==> src/rtl/powlib_sfifo_lvl.sv <==
// Synchronous first-word-fall-through FIFO with level flags and optional high-water mark.
// Define POWLIB_SFIFO_HWM_EN to build the hwm register; otherwise hwm is tied to zero.
module powlib_sfifo_lvl #(
    parameter int unsigned W      = 16,
    parameter int unsigned D      = 8,
    parameter int unsigned AFULL  = D - 1,
    parameter int unsigned AEMPTY = 1,
    parameter int unsigned EDBG   = 0,
    parameter string       ID     = "SFIFO_LVL",
    localparam int unsigned CW    = $clog2(D + 1)
) (
    input  logic          clk,
    input  logic          rst,
    input  logic [W-1:0]  wrdata,
    input  logic          wrvld,
    output logic          wrrdy,
    output logic [W-1:0]  rddata,
    output logic          rdvld,
    input  logic          rdrdy,
    input  logic          flush,
    output logic [CW-1:0] cnt,
    output logic          afull,
    output logic          aempty,
    output logic [CW-1:0] hwm
);

    function automatic int unsigned powlib_clogb2(input int unsigned value);
        int unsigned r = 0;
        for (int unsigned v = value - 1; v > 0; v = v >> 1) r++;
        return r;
    endfunction

    localparam int unsigned WPTR = powlib_clogb2(D);
    localparam logic [CW-1:0] FULL_C   = CW'(D);
    localparam logic [CW-1:0] AFULL_C  = CW'(AFULL);
    localparam logic [CW-1:0] AEMPTY_C = CW'(AEMPTY);

    // Explicit wrap so non-power-of-2 depths never address past the last entry.
    function automatic logic [WPTR-1:0] ptr_inc(input logic [WPTR-1:0] p);
        return (p == WPTR'(D - 1)) ? '0 : p + WPTR'(1);
    endfunction

    logic [W-1:0]    mem [D];
    logic [WPTR-1:0] wr_ptr_q, wr_ptr_d;
    logic [WPTR-1:0] rd_ptr_q, rd_ptr_d;
    logic [CW-1:0]   cnt_q, cnt_d;
    logic            wr_en, rd_en;

    assign wrrdy  = (cnt_q != FULL_C) && !flush;
    assign rdvld  = (cnt_q != '0) && !flush;
    assign wr_en  = wrvld && wrrdy;
    assign rd_en  = rdvld && rdrdy;
    assign rddata = mem[rd_ptr_q];
    assign cnt    = cnt_q;
    assign afull  = (cnt_q >= AFULL_C);
    assign aempty = (cnt_q <= AEMPTY_C);

    always_comb begin
        wr_ptr_d = wr_ptr_q;
        rd_ptr_d = rd_ptr_q;
        cnt_d    = cnt_q;
        if (flush) begin
            wr_ptr_d = '0;
            rd_ptr_d = '0;
            cnt_d    = '0;
        end else begin
            if (wr_en) wr_ptr_d = ptr_inc(wr_ptr_q);
            if (rd_en) rd_ptr_d = ptr_inc(rd_ptr_q);
            if (wr_en && !rd_en) begin
                cnt_d = cnt_q + CW'(1);
            end else if (rd_en && !wr_en) begin
                cnt_d = cnt_q - CW'(1);
            end
        end
    end

    always_ff @(posedge clk or posedge rst) begin
        if (rst) begin
            wr_ptr_q <= '0;
            rd_ptr_q <= '0;
            cnt_q    <= '0;
        end else begin
            wr_ptr_q <= wr_ptr_d;
            rd_ptr_q <= rd_ptr_d;
            cnt_q    <= cnt_d;
        end
    end

    // Storage is never reset or flushed; only the pointers define validity.
    always_ff @(posedge clk) begin
        if (wr_en) mem[wr_ptr_q] <= wrdata;
    end

`ifdef POWLIB_SFIFO_HWM_EN
    logic [CW-1:0] hwm_q, hwm_d;

    always_comb begin
        hwm_d = hwm_q;
        if (flush) begin
            hwm_d = '0;
        end else if (cnt_d > hwm_q) begin
            hwm_d = cnt_d;
        end
    end

    always_ff @(posedge clk or posedge rst) begin
        if (rst) hwm_q <= '0;
        else     hwm_q <= hwm_d;
    end

    assign hwm = hwm_q;
`else
    assign hwm = '0;
`endif

`ifndef SYNTHESIS
    if (EDBG != 0) begin : g_dbg
        initial begin
            if (D < 2) begin
                $display("%s: illegal D=%0d", ID, D);
                $finish;
            end
            if (AFULL < 1 || AFULL > D) begin
                $display("%s: illegal AFULL=%0d", ID, AFULL);
                $finish;
            end
            if (AEMPTY > D - 1) begin
                $display("%s: illegal AEMPTY=%0d", ID, AEMPTY);
                $finish;
            end
        end
    end
`endif

endmodule

==> config.mk <==
export PLATFORM = sky130hd
export DESIGN_NAME = powlib_sfifo_lvl
export DESIGN_NICKNAME = d
export VERILOG_FILES = /design/src/rtl/powlib_sfifo_lvl.sv
export SDC_FILE = /design/constraint.sdc
export NUM_CORES = 1
export LEC_CHECK = 0
export BUFFER_PORTS_ARGS = -buffer_cell sky130_fd_sc_hd__buf_2
export CORE_MARGIN = 10
export CORE_UTILIZATION = 40
export DETAILED_ROUTE_END_ITERATION = 6
export PLACE_DENSITY = 0.6
export RECOVER_POWER = 25
export SLEW_MARGIN = 5
export SYNTH_ARGS = -nofsm -noshare
export SYNTH_HDL_FRONTEND = slang
export SYNTH_SLANG_ARGS = --single-unit
export TNS_END_PERCENT = 30
==> constraint.sdc <==
create_clock -name clk -period 3.1 [get_ports clk]
set_input_delay 0.31 -clock clk [delete_from_list [all_inputs] [get_ports clk]]
set_output_delay 0.31 -clock clk [all_outputs]
set_load 0.02 [all_outputs]
# Word level (Yosys, flattened, before mapping)
# Memories as Yosys holds them, arrays and structs flattened.
# Index checks and enable logic that the tools add are counted.
# word_totals
regBits	10
mem_bits_rw	128
inputBits	21
elab_cells	37
mem_count	1
# memory_table
memory	depth	width	rd	rd_clocked_by_memory_dff	write_ports	line	rtl
mem	8	16	1	0	1	43	logic [W-1:0] mem [D];
# classes
add_sub_neg	4
order_cmp	2
eq_ne	3
mux	11
n_reduce_logical	13
# ops
op	count
3-bit two-way mux	6
4-bit two-way mux	3
3-bit by 1-bit adder with 3-bit output (second input constant)	2
3-bit equality test (second input constant)	2
1-bit logical AND	6
4-bit by 1-bit adder with 4-bit output (second input constant)	1
4-bit by 3-bit >= comparator with 1-bit output (second input constant)	1
4-bit by 1-bit <= comparator with 1-bit output (second input constant)	1
4-bit inequality test (second input constant)	1
2-bit nonzero test	2
4-bit nonzero test	1
4-bit by 1-bit subtractor with 4-bit output (second input constant)	1
1-bit logical NOT	3
3-bit nonzero test	1
1-bit two-way mux	2

# Logic depth before layout (Yosys ltp)
# Gate-level depths: netlist (run 1).
# logic_depth
ltp_word	8
mapped_depth	8
depth_no_buf	6

# Worst setup path after synthesis (run 1)
# Ideal clock, no wire load.
# synth_path
path_type	reg-to-reg
startpoint	register cnt_q[1] (netlist: cnt[1])
endpoint	memory mem[0][0] (enable)
setup_time_ns	0.430
arrival_ns	3.129
required_time_ns	2.670
setup_slack_ns	-0.459
path_stages_with_launch	8
n_path_buf	2
synth_period_minus_slack_ns	3.559
cell_sequence	dfrtp_1 inv_1 ha_1 and3b_1 or2_1 clkbuf_1 buf_4 nor4_1
# synth_between
elab_chain_cells	5
# synth_lines
element	line	rtl
from (decl)	46	logic [CW-1:0] cnt_q, cnt_d;
from (signal assigned)	85	cnt_q <= cnt_d;
4-bit inequality test	49	assign wrrdy = (cnt_q != FULL_C) && !flush;
1-bit logical AND	49	
1-bit logical AND	51	assign wr_en = wrvld && wrrdy;
1-bit two-way mux	91	if (wr_en) mem[wr_ptr_q] <= wrdata;
1-bit two-way mux (not written as such)	91	
to (decl)	43	
# Every way passes these cells.

# Worst setup path after layout (run 1)
# layout_path
startpoint	register rd_ptr_q[0]
endpoint	output port rddata[10]
# layout_between
elab_chain_cells	1
# layout_lines
element	line	rtl
from (decl)	45	logic [WPTR-1:0] rd_ptr_q, rd_ptr_d;
from (signal assigned)	84	rd_ptr_q <= rd_ptr_d;
memory read 8 x 16 bit	n/a	
to (decl)	17	output logic [W-1:0] rddata,
# Every way passes these cells.

==> results.yml, run 1 <==
cells_and_area:
  final_area_um2: 6640
  fill_cells: 1147
  layout.cells.non_filler: 536
  drive_gt1_share_pct: 36.8
  areaGrowthSynthToFinish_pct: 17.9
  n_antenna_cell: 0
  multi_input_area_um2: 1460
  nets: 373
  postLayoutCoreUtil_pct: 48.0
  seqCellArea_um2: 4100
timing:
  max_freq_ghz: 0.404
  slew_headroom_pct: 37.9
  period_share_pct: 79.9
  worst_pin_slew_ns: 0.932
  fin_tns_setup_ns: 0
  finalSetupViolCount: 0
  slew_viol_final: 0
  period_needed_ns: 2.48
  finalHoldViolations: 0
  rsz0062_at_grt: "false"
  fin_hold_ws_ns: 0.187
  worst_slack_ns: 0.623
  fin_skew_ns: 0.00661
grt:
  grt_use_total_pct: 11.3
  grt_pass1_vias: 2996
  gr-total-overflow: 0
  grt_max_degree: 21
  antenna_found_initial: 0
  grt_first_pass_wirelength_mm: 16.9
place:
  hpwl_mm: 6.42
  io_buffers: 44
  placed_cell_area_um2: 6110
  dp.cells: 504
  gp_congestion: 0.756
  preCtsSetupSlack_ns: 0.793
floorplan:
  core_area_um2: 13800
  start_util_pct: 40.7
  rows: 43
  die-area_um2: 19200
  dieWidth_um: 139
  fp.dieH_um: 139
  ios: 49
pwr:
  power_mw: 5.21
  power.density_nw_per_um2: 785
  ir_drop_mv: 0.383
  p_leak_nw: 2.26
clocking:
  cts_setup_buffers: 0
  cts.sinks: 138
  numCtsBuffers: 17
  clockRootBuffer: "clkbuf_16"
  cts_max_path_buffers: 2
  clkTransAtPathRegs_ns: 0.05
  cts_max_level: 4
  clk_latency_ns: 0.41
  cts_tree: "built"
route:
  firstDrtPassIters: 4
  vias: 2760
  drt-vias-per-instance: 5.15
  drc: 0
  routed_wl_mm: 10.5
  antenna_violating_nets_post_route: 0
  wl_per_cell_um: 19.5
  drt_iter0_markers: 268
yosys:
  synth_area_per_cell_um2: 19.9
  synth_area_leaders: "edfxtp_1 68%, mux4_2 13%, dfrtp_1 4.4%"
  yosys_register_bits: 138
  ys_warn_count: 0
  seq_area_frac_synth_pct: 72.7
  synth_top_area_share_pct: 68.3
  synth_top_cell_by_area: "edfxtp_1"
  syn-cell-area_um2: 5630
  synth.distinct_cells: 40
  synth_cells: 283
hold_path:
  min_path_cells: 1
  min_to: "mem[5][13]$_DFFE_PP_"
  hold_path.class: "primary input to flip-flop"
  hp-start: "wrdata[13]"
critical_path:
  crit_arrival_ns: 2.17
  cp-start-kind: "flip-flop"
  r2r_slack_ns: 0.78
  end_kind: "primary output"
  cp_max_fo: 20
  reg2reg_to: "mem[7][0]$_DFFE_PP_"
  critical_path_class: "flip-flop to primary output"
  ff2ff_path_depth: 7
  cp.required_ns: 2.79
  r2r_start: "cnt[1]$_DFFE_PP0P_"
job:
  cap_violations: 0
outcome:
  outcome: "completed"
[cell usage in the layout, fill, tap and decap left out, drive strengths merged, types with 2 or more instances in the layout]
master	count
a21oi	4
a311o	2
and3	2
buf	46
clkbuf	30
clkinv	5
clkinvlp	4
conb	4
dfrtp	10
edfxtp	128
ha	8
inv	5
mux2	17
mux4	32
nand2	11
nand2b	5
nand3	2
nand3b	2
nor2	11
nor2b	2
nor3	6
[what timing repair did]
item	4_1_cts	5_1_grt
gates resized for setup	0	0
hold buffers	1	0
endpoints found under the hold margin	10	0
endpoints found under the setup margin	0	0
[cell type report]
type	count	share of cell area, %
flip-flops and latches	138	61.7
multi-input cells	126	22.0
clock buffers	19	6.52
repair buffers	58	4.73
well taps	180	3.39
clock inverters	12	1.51
inverters	3	0.170
[how the worst max path moves through the flow]
| stage | slack [ns] | endpoint | start |
|---|---|---|---|
| after CTS | 0.58 | rddata[10] | rd_ptr_q[0]$_DFFE_PP0P_ |
| after detailed placement | 0.79 | mem[6][4]$_DFFE_PP_ | cnt[1]$_DFFE_PP0P_ |
| after floorplan | -0.04 | mem[2][0]$_DFFE_PP_ | cnt[1]$_DFFE_PP0P_ |
| after global routing | 0.51 | rddata[11] | rd_ptr_q[0]$_DFFE_PP0P_ |
| after global placement | 0.87 | mem[6][13]$_DFFE_PP_ | cnt[1]$_DFFE_PP0P_ |
| final | 0.62 | rddata[10] | rd_ptr_q[0]$_DFFE_PP0P_ |
[registers in the layout (all words and copies together) (netlist names)]
name      cells
mem         128
cnt           4
rd_ptr_q      3
wr_ptr_q      3
[worst max-delay path: stages, from the launching register on]
cell and delay, ns:
dfrtp_2 0.35, buf_4 0.37, mux4_2 0.57, mux2_2 0.29, buf_2 0.16
[power breakdown]
| group | switching [mW] | total [mW] | internal (mW) |
|---|---|---|---|
| Sequential | 0.0608 | 2.16 | 2.10 |
| Clock | 0.725 | 1.81 | 1.09 |
| Combinational | 0.653 | 1.23 | 0.581 |
| Total | 1.44 | 5.21 | 3.77 |
[per-layer routing]
layer	part of all wire [%]	vias up	track usage, %
met5	0	-	0
met4	1.8	0	4.89
met3	3.0	20	3.32
met2	50	45	18.5
met1	45	1432	13.6
li1	-	1263	-
[synthesized netlist by cell type (all sizes together)]
master	number
edfxtp	128
mux4	32
mux2	17
buf	12
nand2	11
nor2	11
dfrtp	10
ha	8
clkbuf	7
nor3	6
nand2b	5
a21oi	4
inv	3
a311o	2
and3	2
nand3	2
nand3b	2
nor2b	2
a21o	1
a22o	1
a31o	1
a31oi	1
and2	1
and3b	1
conb	1
nand4b	1
nor4	1
nor4b	1
o2111a	1
o211ai	1
o21ai	1
o41ai	1
or2	1
or3	1
or3b	1
xnor3	1
xor2	1
[logic make-up (layout without fill, tap and decap cells)]
| group | count (synthesis) | after routing | synth area share [%] |
|---|---|---|---|
| AO/OA/AOI/OAI | 14 | 14 | 1.98 |
| AND/OR/NAND/NOR | 49 | 49 | 4.56 |
| multiplexers | 49 | 49 | 16.2 |
| flip-flops | 138 | 138 | 72.7 |
| XOR/XNOR | 2 | 2 | 0.556 |
| other | 1 | 4 | 0.0666 |
| buffers and inverters | 22 | 92 | 2.16 |
| adder cells (fa/ha/maj) | 8 | 8 | 1.78 |
(Power assumes the default switching activity.)
==> inputs of run 2 (changes only) <==
--- a/config.mk
+++ b/config.mk
@@ -9,7 +9,7 @@
 export CORE_MARGIN = 10
 export CORE_UTILIZATION = 40
 export DETAILED_ROUTE_END_ITERATION = 6
-export PLACE_DENSITY = 0.6
+export PLACE_DENSITY = 0.58
 export RECOVER_POWER = 25
 export SLEW_MARGIN = 5
 export SYNTH_ARGS = -nofsm -noshare
==> constraint.sdc (replaced) <==
create_clock -name clk -period 2.33 [get_ports clk]
set_input_delay 0.233 -clock clk [delete_from_list [all_inputs] [get_ports clk]]
set_output_delay 0.233 -clock clk [all_outputs]
set_load 0.02 [all_outputs]
==> run 2 against run 1 <==
Compared with the run above: register-to-register slack got worse by 0.56 ns; sequential share of layout area fell by 2.1 points; first-iteration DRC count fell by 44%; routed wire length rose by 5.0%; via count rose by 1.7%; sequential power rose by 34%; clock-buffer cell count rose by 2; power rose by 35%; design area rose by 3.5%; non-clock buffer count rose by 12; largest cell class unchanged.
==> results.yml, run 2 (synthesis gave the netlist of run 1 again) <==
outcome:
  outcome: "completed"
timing:
  rsz0062_at_grt: "true"
  fin_hold_ws_ns: 0.102
  max_freq_ghz: 0.437
  slew_viol_final: 0
  fin_skew_ns: 0.0139
  finalSetupViolCount: 0
  period_share_pct: 98.1
  period_needed_ns: 2.29
  finalHoldViolations: 0
critical_path:
  end_kind: "primary output"
  slowest_stage: "mux4_2"
  crit_path_cell_trace: "buf_8, mux4_2, mux2_2, buf_2"
  crit_arrival_ns: 2.05
  cp.required_ns: 2.10
  cp_max_fo: 10
  critical_path_class: "flip-flop to primary output"
  max_stage_delay_ns: 0.53
  cp-start-kind: "flip-flop"
  r2r_start: "cnt[1]$_DFFE_PP0P_"
  crit_path_start: "rd_ptr_q[0]$_DFFE_PP0P_"
grt:
  grt_first_pass_wirelength_mm: 17.7
  use_met1_pct: 14.9
  grt_use_total_pct: 12.0
  grt.busiest_layer: "met2"
  antenna_found_initial: 0
  grt_max_degree: 35
  grtUsageMet3_pct: 3.84
  use_met2_pct: 19.2
  grt_pass1_vias: 3059
  gr-total-overflow: 0
cells_and_area:
  fill_cells: 1136
  drive_gt1_share_pct: 40.7
  largest_reg_flops: 128
  areaGrowthSynthToFinish_pct: 22.1
  n_antenna_cell: 0
  final_cell_mix: "128 x edfxtp_1, 32 x mux4_2, 25 x buf_2"
  postLayoutCoreUtil_pct: 49.7
  nets: 385
  final_common_cell: "edfxtp_1"
  final_area_um2: 6870
  regMostFlops: "mem"
route:
  antenna_violating_nets_post_route: 0
  wl_per_cell_um: 20.0
  drt_iter0_markers: 150
  routed_wl_mm: 11.0
  drt-vias-per-instance: 5.11
  drc: 0
  vias: 2806
  firstDrtPassIters: 4
floorplan:
  fp.dieH_um: 139
  rows: 43
  die-area_um2: 19200
  start_util_pct: 40.7
  dieWidth_um: 139
  core_area_um2: 13800
  ios: 49
pwr:
  ir_drop_mv: 0.564
  p_leak_nw: 2.36
  power.density_nw_per_um2: 1020
place:
  placed_cell_area_um2: 6280
  gp_congestion: 0.773
  hpwl_mm: 7.04
  io_buffers: 44
job:
  cap_violations: 0
hold_path:
  hp-start: "wrdata[12]"
  hold_path.class: "primary input to flip-flop"
clocking:
  cts_max_path_buffers: 2
  cts.sinks: 138
  clkTransAtPathRegs_ns: 0.06
  cts_tree: "built"
  cts_max_level: 4
  clockRootBuffer: "clkbuf_16"
  clk_latency_ns: 0.41
  numCtsBuffers: 17
run 2: layout make-up:
cell class,count,area [um2],area share (%)
Tap cell,180,225,3.28
Inverter,3,11.3,0.164
Sequential cell,138,4100,59.6
Clock buffer,21,440,6.41
Timing Repair Buffer,70,522,7.59
Clock inverter,11,56.3,0.819
Multi-Input combinational cell,126,1520,22.1
run 2: per-layer routing:
metal  wire [um]  part of all wire, %  up-vias
met5           0                    0        -
met4          95                 0.86        0
met3         386                  3.5       10
met2        5550                   50       45
met1        4970                   45     1463
li1            -                    -     1288
run 2: where the power goes:
group	internal, mW	total, mW	switching, mW	leakage (nW)
clock network	1.33	2.28	0.943	0.253
logic	0.956	1.85	0.895	0.821
registers	2.80	2.90	0.102	1.29
run 2: worst max-delay path: cells and delay by family (launching register included):
family | cells | cell delay [ns]
buf+inv | 2 | 0.36
mux | 2 | 0.80
flops | 1 | 0.47
run 2: worst paths after layout:
check	to	slack (ns)	depth (start not counted)
hold reg to reg	cnt[1]$_DFFE_PP0P_	0.62	2
hold / removal	mem[5][12]$_DFFE_PP_	0.10	1
min in group asynchronous	cnt[2]$_DFFE_PP0P_	0.35	3
setup / recovery	rddata[1]	0.04	4
setup reg to reg	cnt[1]$_DFFE_PP0P_	0.22	6
max in group asynchronous	rd_ptr_q[0]$_DFFE_PP0P_	1.65	3
run 2: through the flow:
step	TNS [ns]	setup slack [ns]	instances	total power, mW
6_report	0	0.0441	549	7.03
5_1_grt	-0.207	-0.0352	549	7.37
4_1_cts	-0.183	-0.0358	546	6.97
3_5_place_dp	0	0.243	513	4.68
3_3_place_gp	0	0.297	513	4.66
2_1_floorplan	-1.20	-0.0751	286	4.24
run 2: repair_timing:
action | 4_1_cts | 5_1_grt
hold buffers | 1 | 0
buffers inserted | 0 | 2
gates resized for setup | 1 | 19
endpoints found under the hold margin | 10 | 0
cloned | 0 | 1
setup endpoints to repair | 12 | 16
